`src/rtl/rcc_div_ctrl.sv`:
```
// rcc_div_ctrl: glitch-free reprogramming sequencer for the RCC clock divider
module rcc_div_ctrl #(
    parameter int WIDTH       = 6,
    parameter int RESET_RATIO = 2,
    parameter int GATE_CYC    = 4,
    parameter int RST_CYC     = 2,
    parameter int SETTLE_MULT = 2
) (
    input  logic             REF_CLK,
    input  logic             RST,
    input  logic             req_valid,
    input  logic [WIDTH-1:0] req_ratio,
    output logic             req_ready,
    output logic [WIDTH-1:0] div_ratio,
    output logic             div_rst_n,
    output logic             clk_gate_en,
    output logic             busy,
    output logic             done
);
    localparam int CW = WIDTH + 3;

    typedef enum logic [1:0] {IDLE, GATE, HOLD, RELEASE} state_t;

    state_t           state_q, state_d;
    logic [CW-1:0]    cnt_q, cnt_d;
    logic             init_q, init_d;
    logic [WIDTH-1:0] pend_q, pend_d;
    logic [WIDTH-1:0] ratio_q, ratio_d;
    logic             rst_n_q, rst_n_d;
    logic             gate_q, gate_d;
    logic             done_q, done_d;
    logic [CW-1:0]    settle;
    logic             accept;

    assign settle      = CW'(SETTLE_MULT) * ((ratio_q > WIDTH'(1)) ? CW'(ratio_q) : CW'(1));
    assign req_ready   = (state_q == IDLE) && !RST;
    assign busy        = state_q != IDLE;
    assign accept      = req_valid && req_ready;
    assign div_ratio   = ratio_q;
    assign div_rst_n   = rst_n_q;
    assign clk_gate_en = gate_q;
    assign done        = done_q;

    // sequence gate -> hold divider in reset with new ratio -> release -> settle -> ungate
    always_comb begin
        state_d = state_q;
        cnt_d   = cnt_q;
        init_d  = init_q;
        pend_d  = accept ? req_ratio : pend_q;
        ratio_d = ratio_q;
        rst_n_d = rst_n_q;
        gate_d  = gate_q;
        done_d  = 1'b0;
        case (state_q)
            IDLE: begin
                if (accept && req_ratio == ratio_q) begin
                    done_d = 1'b1;
                end else if (accept) begin
                    state_d = GATE;
                    gate_d  = 1'b0;
                    cnt_d   = '0;
                end
            end
            GATE: begin
                if (cnt_q == CW'(GATE_CYC - 1)) begin
                    state_d = HOLD;
                    rst_n_d = 1'b0;
                    ratio_d = pend_q;
                    cnt_d   = '0;
                end else begin
                    cnt_d = cnt_q + CW'(1);
                end
            end
            HOLD: begin
                if (cnt_q == CW'(RST_CYC - 1)) begin
                    state_d = RELEASE;
                    rst_n_d = 1'b1;
                    cnt_d   = '0;
                end else begin
                    cnt_d = cnt_q + CW'(1);
                end
            end
            RELEASE: begin
                if (cnt_q == settle - CW'(1)) begin
                    state_d = IDLE;
                    gate_d  = 1'b1;
                    cnt_d   = '0;
                    done_d  = !init_q;
                    init_d  = 1'b0;
                end else begin
                    cnt_d = cnt_q + CW'(1);
                end
            end
        endcase
    end

    // register all state; reset restarts the init load of RESET_RATIO from the divider-reset phase
    always_ff @(posedge REF_CLK) begin
        if (RST) begin
            state_q <= HOLD;
            cnt_q   <= '0;
            init_q  <= 1'b1;
            pend_q  <= WIDTH'(RESET_RATIO);
            ratio_q <= WIDTH'(RESET_RATIO);
            rst_n_q <= 1'b0;
            gate_q  <= 1'b0;
            done_q  <= 1'b0;
        end else begin
            state_q <= state_d;
            cnt_q   <= cnt_d;
            init_q  <= init_d;
            pend_q  <= pend_d;
            ratio_q <= ratio_d;
            rst_n_q <= rst_n_d;
            gate_q  <= gate_d;
            done_q  <= done_d;
        end
    end
endmodule

```
`config.mk`:
```
export PLATFORM = sky130hd
export DESIGN_NAME = rcc_div_ctrl
export DESIGN_NICKNAME = d
export VERILOG_FILES = /design/src/rtl/rcc_div_ctrl.sv
export SDC_FILE = /design/constraint.sdc
export NUM_CORES = 1
export LEC_CHECK = 0
export CORE_MARGIN = 3
export CORE_UTILIZATION = 25
export CTS_CLUSTER_DIAMETER = 60
export DETAILED_ROUTE_END_ITERATION = 7
export MAX_ROUTING_LAYER = met4
export SYNTH_ARGS = -nofsm -noshare
export SYNTH_HDL_FRONTEND = slang
export SYNTH_SLANG_ARGS = --single-unit
```
`constraint.sdc`:
```
create_clock -name REF_CLK -period 6.33 [get_ports REF_CLK]
set_input_delay 1.266 -clock REF_CLK [delete_from_list [all_inputs] [get_ports REF_CLK]]
set_output_delay 1.266 -clock REF_CLK [all_outputs]
set_load 0.05 [all_outputs]
```
## After elaboration in Yosys (flattened, before gate mapping)

Cells that the tools add are included.

- Word-level logic and storage cells: 61
- Output and inout bits: 11
- Memories kept: 0
- Register bits after elaboration: 27
- Input bits: 9
- Memory bits (read-only): 0
- Bits in writable memories: 0
- Latch bits: 0

- $mul: 0
- Div/mod/pow operators: 0
- Multiplexer cells: 23
- Eq/ne operators: 12
- Add/subtract/negate cells: 2
- Bitwise gates (word level): 0
- $lt $le $gt $ge: 1
- Reductions and logical operators: 15
- Shift-type cells: 0

Operators with widths:

| cell | count |
|---|---|
| 9-bit 2-to-1 mux | 5 |
| 9-bit case mux with 4 select lines | 1 |
| 2-bit 2-to-1 mux | 5 |
| 2-bit != test, second input constant | 5 |
| 9-bit by 1-bit adder with 9-bit output, second input constant | 1 |
| 9-bit by 1-bit equality test with 1-bit output, second input constant | 1 |
| 9-bit by 2-bit equality test with 1-bit output, second input constant | 1 |
| 9-bit equality test | 1 |
| 2-bit case mux with 4 select lines | 1 |
| 7-bit by 1-bit subtractor with 8-bit output, second input constant | 1 |
| 1-bit 2-to-1 mux | 7 |
| 6-bit equality test | 1 |
| 6-bit by 1-bit greater-than comparator with 1-bit output, second input constant | 1 |
| 6-bit 2-to-1 mux | 1 |
| 1-bit case mux with 2 select lines | 3 |
| 2-bit AND reduction | 3 |
| 2-bit nonzero test | 3 |
| 5-bit AND reduction | 1 |
| 2-bit equality test, second input constant | 2 |
| 4-bit AND reduction | 1 |
| 1-bit logical AND | 3 |
| 3-bit AND reduction | 1 |
| 2-bit by 1-bit equality test with 1-bit output, second input constant | 1 |
| 1-bit logical NOT | 2 |
| 2-bit logical NOT | 1 |

## Longest topological paths before layout

Gate-level depths: netlist (run 1).

- Depth after elaboration: 6
- Mapped depth: 12

## Worst setup path before layout (run 1)

OpenSTA, ideal clock, no wires.

- Path type: in2out
- Start point: in RST
- End point: out req_ready
- Required time: 5.064 ns
- Slack: 2.971 ns
- Cell stages on the path: 2
- Arrival time: 2.093 ns
- Cell sequence: buf_4 nor2_1

- Longest elaborated chain between the ends: 2

Ends and longest elaborated chain:

| what | RTL line | source |
|---|---|---|
| start, declared | 10 | `input logic RST,` |
| 1-bit logical NOT | 36 | `assign req_ready = (state_q == IDLE) && !RST;` |
| 1-bit logical AND | 36 |  |
| end, declared | 13 | `output logic req_ready,` |

No other way between the ends.

## Final worst setup path (run 1)

Ends and elaborated chain as after synthesis.

==> flow_summary.json, run 1 <==
{
  "grt_overflow_total": 0,
  "dr.pass1.iters": 4,
  "drv_cap": 0,
  "ios": 20,
  "final_hold_viol_count": 0,
  "crit_path_end_kind": "primary output",
  "fin_crit_ns": 4.12,
  "fp.dieH_um": 87.8,
  "drc": 0,
  "report.final.slew_viol_count": 0,
  "initial_core_util_pct": 26.0,
  "cp_common_cell": "clkdlybuf4s50_1",
  "power_density_nw_per_um2": 326,
  "fmax_ghz": 0.242,
  "skew_ns": 0.00621,
  "synth.cell_area_um2": 1670,
  "setup-tns-final_ns": 0,
  "critPathMaxStageDelay_ns": 0.81,
  "grt_pass1_vias": 1372,
  "die_area_um2": 7700,
  "timing.hold.ws_ns": 0.449,
  "cts_setup_buffers": 0,
  "synth_edf_count": 0,
  "worstPathCellList": "clkdlybuf4s50_1, buf_4, nor2_1, clkdlybuf4s50_1",
  "syn2layout_area_growth_pct": 15.8,
  "drt-initial-drc-count": 93,
  "leakagePower_nw": 0.748,
  "tightest_slew_ns": 0.653,
  "syn_inst": 194,
  "grt_usage_pct": 10.8,
  "yosys.area.top_type_share_pct": 32.3,
  "yosysUniqueCellTypes": 55,
  "coreArea_um2": 6420,
  "grt_max_degree": 23,
  "io_buffer_count": 19,
  "cts.path.max_buffers": 2,
  "final.fill_count": 682,
  "status": "complete, no violations",
  "gp_congestion": 0.817,
  "fp.dieW_um": 87.8,
  "period_share_pct": 65.1,
  "crit_fanout": 22,
  "hold_buffers": 0,
  "cts_root_buffer": "clkbuf_8",
  "clk_latency_ns": 0.28,
  "path_buf_inv": 3,
  "p_total_w": 0.000631,
  "cts_buffers": 3,
  "synth_flop_cell": "dfxtp_1",
  "post_cts_resized": 0,
  "crit_path_top_delay_cell": "clkdlybuf4s50_1",
  "cts_sinks": 27,
  "core.rowCount": 29,
  "worstHoldPathType": "reg -> reg",
  "regToRegSetupSlack_ns": 3.30,
  "relSlewSlack_pct": 56.2,
  "synth_top_cell_by_area": "dfxtp_1",
  "hpwl_um": 2820,
  "ir_worst_vdd_mv": 0.349,
  "htreeDepth": 1,
  "ys_seq_area_share_pct": 32.3,
  "cts_tree": "done",
  "avgSynthCellArea_um2": 8.62,
  "layout-drive-gt1-share_pct": 7.28,
  "cp_top_family": "buffers and inverters",
  "rsz0062_at_grt": "false",
  "yosysWarningCount": 0,
  "n_antenna_cell": 0,
  "vias_per_cell": 5.05,
  "ant_nets": 0,
  "async_flop_share_pct": 0,
  "antenna_found_initial": 0,
  "wl_per_cell_um": 13.5,
  "wl_um": 3820,
  "path_clk_slew_ns": 0.09,
  "critical_path_class": "in -> out",
  "vias": 1429,
  "required_ns": 5.06,
  "setup_violations": 0,
  "synth_seq_cells": 27,
  "syn_nets": 211,
  "nets": 224,
  "critPathArrivalTime_ns": 2.86,
  "grt_pass1_wl_um": 6680,
  "startpoint_type": "primary input",
  "ys_top_cells_by_area": "dfxtp_1, ha_1, nand3_1, a21oi_1, nand2_1"
}
## registers in the layout (all words and copies together) (netlist names)
register,cells
clk_gate_en,1
init_q,1
div_ratio,6
div_rst_n,1
state_q,2
cnt_q,9
done,1
pend_q,6
## metal layers
layer / part of all wire [%] / track usage, %
met1: 51 / 15.6
met2: 43 / 15.2
met3: 4.6 / 2.54
met4: 0.94 / 2.37
met5: 0 / -
## power breakdown
part           leakage (nW)  internal [W]  switching (W)
registers             0.219      0.000190      0.0000188
clock network        0.0255     0.0000442      0.0000580
logic                 0.503      0.000133       0.000187
## logic make-up (layout without fill, tap and decap cells)
family,Yosys count,after routing,share of synthesized area (%)
and+or+nand+nor,75,75,25.0
AOI/OAI and AO/OA,44,44,20.6
DFF,27,27,32.3
buffers and inverters,24,36,7.26
xor gates and xnor gates,10,10,5.24
adders and majority gates,8,8,5.99
muxes,6,6,3.59
## worst paths after layout
check                                          startpoint               endpoint  depth (start not counted)
worst max-delay path                                  RST              req_ready                          4
worst min-delay path                  init_q$_SDFFE_PP1P_    init_q$_SDFFE_PP1P_                          2
worst max register to register  div_ratio[2]$_SDFFE_PP0P_  cnt_q[2]$_SDFFE_PP0P_                         11
worst min register to register        init_q$_SDFFE_PP1P_    init_q$_SDFFE_PP1P_                          2
## synth_stat cells, types with 3 or more instances
| cell type | n |
|---|---|
| a21oi_1 | 14 |
| and3_1 | 4 |
| buf_4 | 3 |
| clkbuf_1 | 3 |
| dfxtp_1 | 27 |
| ha_1 | 8 |
| inv_1 | 12 |
| mux2i_1 | 6 |
| nand2_1 | 18 |
| nand3_1 | 16 |
| nand4_1 | 5 |
| nor2_1 | 9 |
| nor3_1 | 4 |
| o22ai_1 | 4 |
| o31ai_1 | 3 |
| or3_1 | 3 |
| xnor2_1 | 3 |
| xor2_1 | 7 |
## placed cells by master, fill, tap and decap left out, types with 2 or more instances in the layout
| master | count |
|---|---|
| nor2_1 | 9 |
| clkdlybuf4s50_1 | 19 |
| dfxtp_1 | 27 |
| nand3b_1 | 2 |
| xnor2_1 | 3 |
| nand2_1 | 18 |
| mux2i_1 | 6 |
| or3_1 | 3 |
| o22ai_1 | 4 |
| a211oi_1 | 2 |
| or4_1 | 2 |
| nor4_1 | 2 |
| inv_1 | 12 |
| and3_1 | 4 |
| a21oi_1 | 14 |
| o31ai_1 | 3 |
| ha_1 | 8 |
| clkbuf_8 | 3 |
| nor3_1 | 4 |
| nand4_1 | 5 |
| a31oi_1 | 2 |
| nand3_1 | 16 |
| xor2_1 | 7 |
## final cells by class
type / instances / area, um2 / share of cell area (%)
Clock buffer: 3 / 41.3 / 2.13
Clock inverter: 1 / 5.00 / 0.259
Inverter: 12 / 45.0 / 2.33
Multi-Input combinational cell: 143 / 1010 / 52.2
Sequential cell: 27 / 541 / 27.9
Tap cell: 77 / 96.3 / 4.98
Timing Repair Buffer: 20 / 198 / 10.2
## worst reg2reg max path: cells and delay by family, from the launching register on
kind / cells / cell delay (ns)
AOI/OAI and AO/OA: 6 / 1.29
DFF: 1 / 0.64
and+or+nand+nor: 4 / 0.73
adders and majority gates: 1 / 0.29
## per-stage QoR
step	area (um2)	instances	util (%)	setup WS [ns]
2_1_floorplan	1670	194	-	2.97
3_3_place_gp	1890	279	29.4	2.22
3_5_place_dp	1890	279	29.4	2.21
4_1_cts	1940	283	30.1	2.21
5_1_grt	1940	283	30.1	2.15
6_report	1940	283	30.1	2.21
Power figures use the tool's default switching activity.
==> run 2, diff against run 1 <==
==> constraint.sdc (replaced) <==
create_clock -name REF_CLK -period 3.5 [get_ports REF_CLK]
set_input_delay 0.7 -clock REF_CLK [delete_from_list [all_inputs] [get_ports REF_CLK]]
set_output_delay 0.7 -clock REF_CLK [all_outputs]
set_load 0.05 [all_outputs]
==> flow_summary.json, run 2 (synthesis results as in run 1) <==
{
  "drt-initial-drc-count": 169,
  "drv_cap": 0,
  "crit_path_end_kind": "register",
  "grt_usage_pct": 10.3,
  "final_hold_viol_count": 0,
  "setup_violations": 0,
  "p_clk_share_pct": 15.9,
  "cts_sinks": 27,
  "fp.dieW_um": 87.8,
  "cts.path.max_buffers": 2,
  "relSlewSlack_pct": 57.7,
  "vias_per_cell": 5.12,
  "timing.hold.ws_ns": 0.453,
  "worstHoldPathType": "reg -> reg",
  "fin_crit_ns": 2.93,
  "syn2layout_area_growth_pct": 15.6,
  "hold_buffers": 0,
  "ios": 20,
  "startpoint_type": "register",
  "combPwrFrac_pct": 51.0,
  "mostFrequentLayoutCells": "dfxtp_1, nand2_1, clkdlybuf4s50_1, nand3_1, a21oi_1",
  "skew_ns": 0.00804,
  "wl_um": 3820,
  "coreArea_um2": 6420,
  "p_switching_w": 0.000474,
  "leakagePower_nw": 0.750,
  "vias": 1450,
  "place_area_um2": 1890,
  "rsz0062_at_grt": "false",
  "power_density_nw_per_um2": 588,
  "switching_share_pct": 41.7,
  "internal-power_w": 0.000663,
  "wl_per_cell_um": 13.5,
  "antenna_found_initial": 0,
  "layout-drive-gt1-share_pct": 7.77,
  "htreeDepth": 1,
  "grt_max_degree": 18,
  "grt_overflow_total": 0,
  "setup-tns-final_ns": 0,
  "required_ns": 3.68,
  "initial_core_util_pct": 26.0,
  "post_cts_resized": 0,
  "die_area_um2": 7700,
  "clk_latency_ns": 0.28,
  "postLayoutCellArea_um2": 1930,
  "cts_setup_buffers": 0,
  "n_antenna_cell": 0,
  "pwr-share-seq_pct": 33.1,
  "fmax_ghz": 0.342,
  "cts_root_buffer": "clkbuf_8",
  "crit_fanout": 11,
  "drc": 0,
  "tightest_slew_ns": 0.631,
  "core.rowCount": 29,
  "ir_worst_vdd_mv": 0.559,
  "hpwl_um": 2920,
  "fp.dieH_um": 87.8,
  "gp_congestion": 0.804,
  "cts_buffers": 3,
  "critical_path_class": "reg -> reg",
  "grt_pass1_vias": 1247,
  "cts_tree": "done",
  "status": "complete, no violations",
  "path_clk_slew_ns": 0.10,
  "report.final.slew_viol_count": 0,
  "largest_register_ffs": 9,
  "critPathArrivalTime_ns": 3.10,
  "io_buffer_count": 19,
  "regMostFlops": "cnt_q",
  "ant_nets": 0,
  "period_share_pct": 83.6,
  "grt_pass1_wl_um": 6280,
  "nets": 224,
  "dr.pass1.iters": 4,
  "final_common_cell": "dfxtp_1"
}
run 2: cell types whose count changed in the layout (fill, tap and decap cells not counted), sizes merged:
cell and change:
clkdlybuf4s50 -1, buf +1
run 2: path summary, 6_finish.rpt:
| kind | start | to | slack [ns] | cells past startpoint |
|---|---|---|---|---|
| setup reg to reg | div_ratio[2]$_SDFFE_PP0P_ | cnt_q[2]$_SDFFE_PP0P_ | 0.57 | 11 |
| setup / recovery | div_ratio[2]$_SDFFE_PP0P_ | cnt_q[2]$_SDFFE_PP0P_ | 0.57 | 11 |
| hold reg to reg | init_q$_SDFFE_PP1P_ | init_q$_SDFFE_PP1P_ | 0.45 | 2 |
| hold / removal | init_q$_SDFFE_PP1P_ | init_q$_SDFFE_PP1P_ | 0.45 | 2 |
run 2: layout make-up:
cell class	count	area, um2
clock buffers	3	41.3
clock inverters	1	5.00
fillers	677	4490
inverters	12	45.0
multi-input cells	143	1010
flip-flops and latches	27	541
well taps	77	96.3
repair buffers	20	195
run 2: per-layer routing:
layer / track usage (%) / vias to the layer above / share of wire (%)
met5: - / - / 0
met4: 1.39 / 0 / 0.21
met3: 2.35 / 2 / 4.5
met2: 14.7 / 33 / 45
met1: 15.2 / 685 / 50
li1: - / 730 / -
run 2: critical path, stage by stage (launching register included):
cell and delay (ns):
dfxtp_1 0.62, nor4_4 0.11, and2_4 0.19, nor2_1 0.09, ha_1 0.27, nor4bb_1 0.32
o2111ai_1 0.13, a221oi_1 0.28, o211a_4 0.26, o21a_4 0.18, o31ai_1 0.08, a32o_1 0.30
run 2: power groups by stage:
stage	registers [W]	logic, W	clock network [W]
final	0.000377	0.000580	0.000181
after global routing	0.000383	0.000650	0.000196
after CTS	0.000377	0.000576	0.000188
after detailed placement	0.000384	0.000572	0
after global placement	0.000382	0.000572	0
after floorplan	0.000395	0.000432	0
run 2: metrics by stage:
stage	power, W	cells	util [%]	setup slack (ns)
final	0.00114	283	30.1	0.573
after global placement	0.000954	279	29.4	0.702
after detailed placement	0.000956	279	29.4	0.599
after CTS	0.00114	283	30.1	0.592
after global routing	0.00123	283	30.1	0.301
after floorplan	0.000827	194	-	0.550
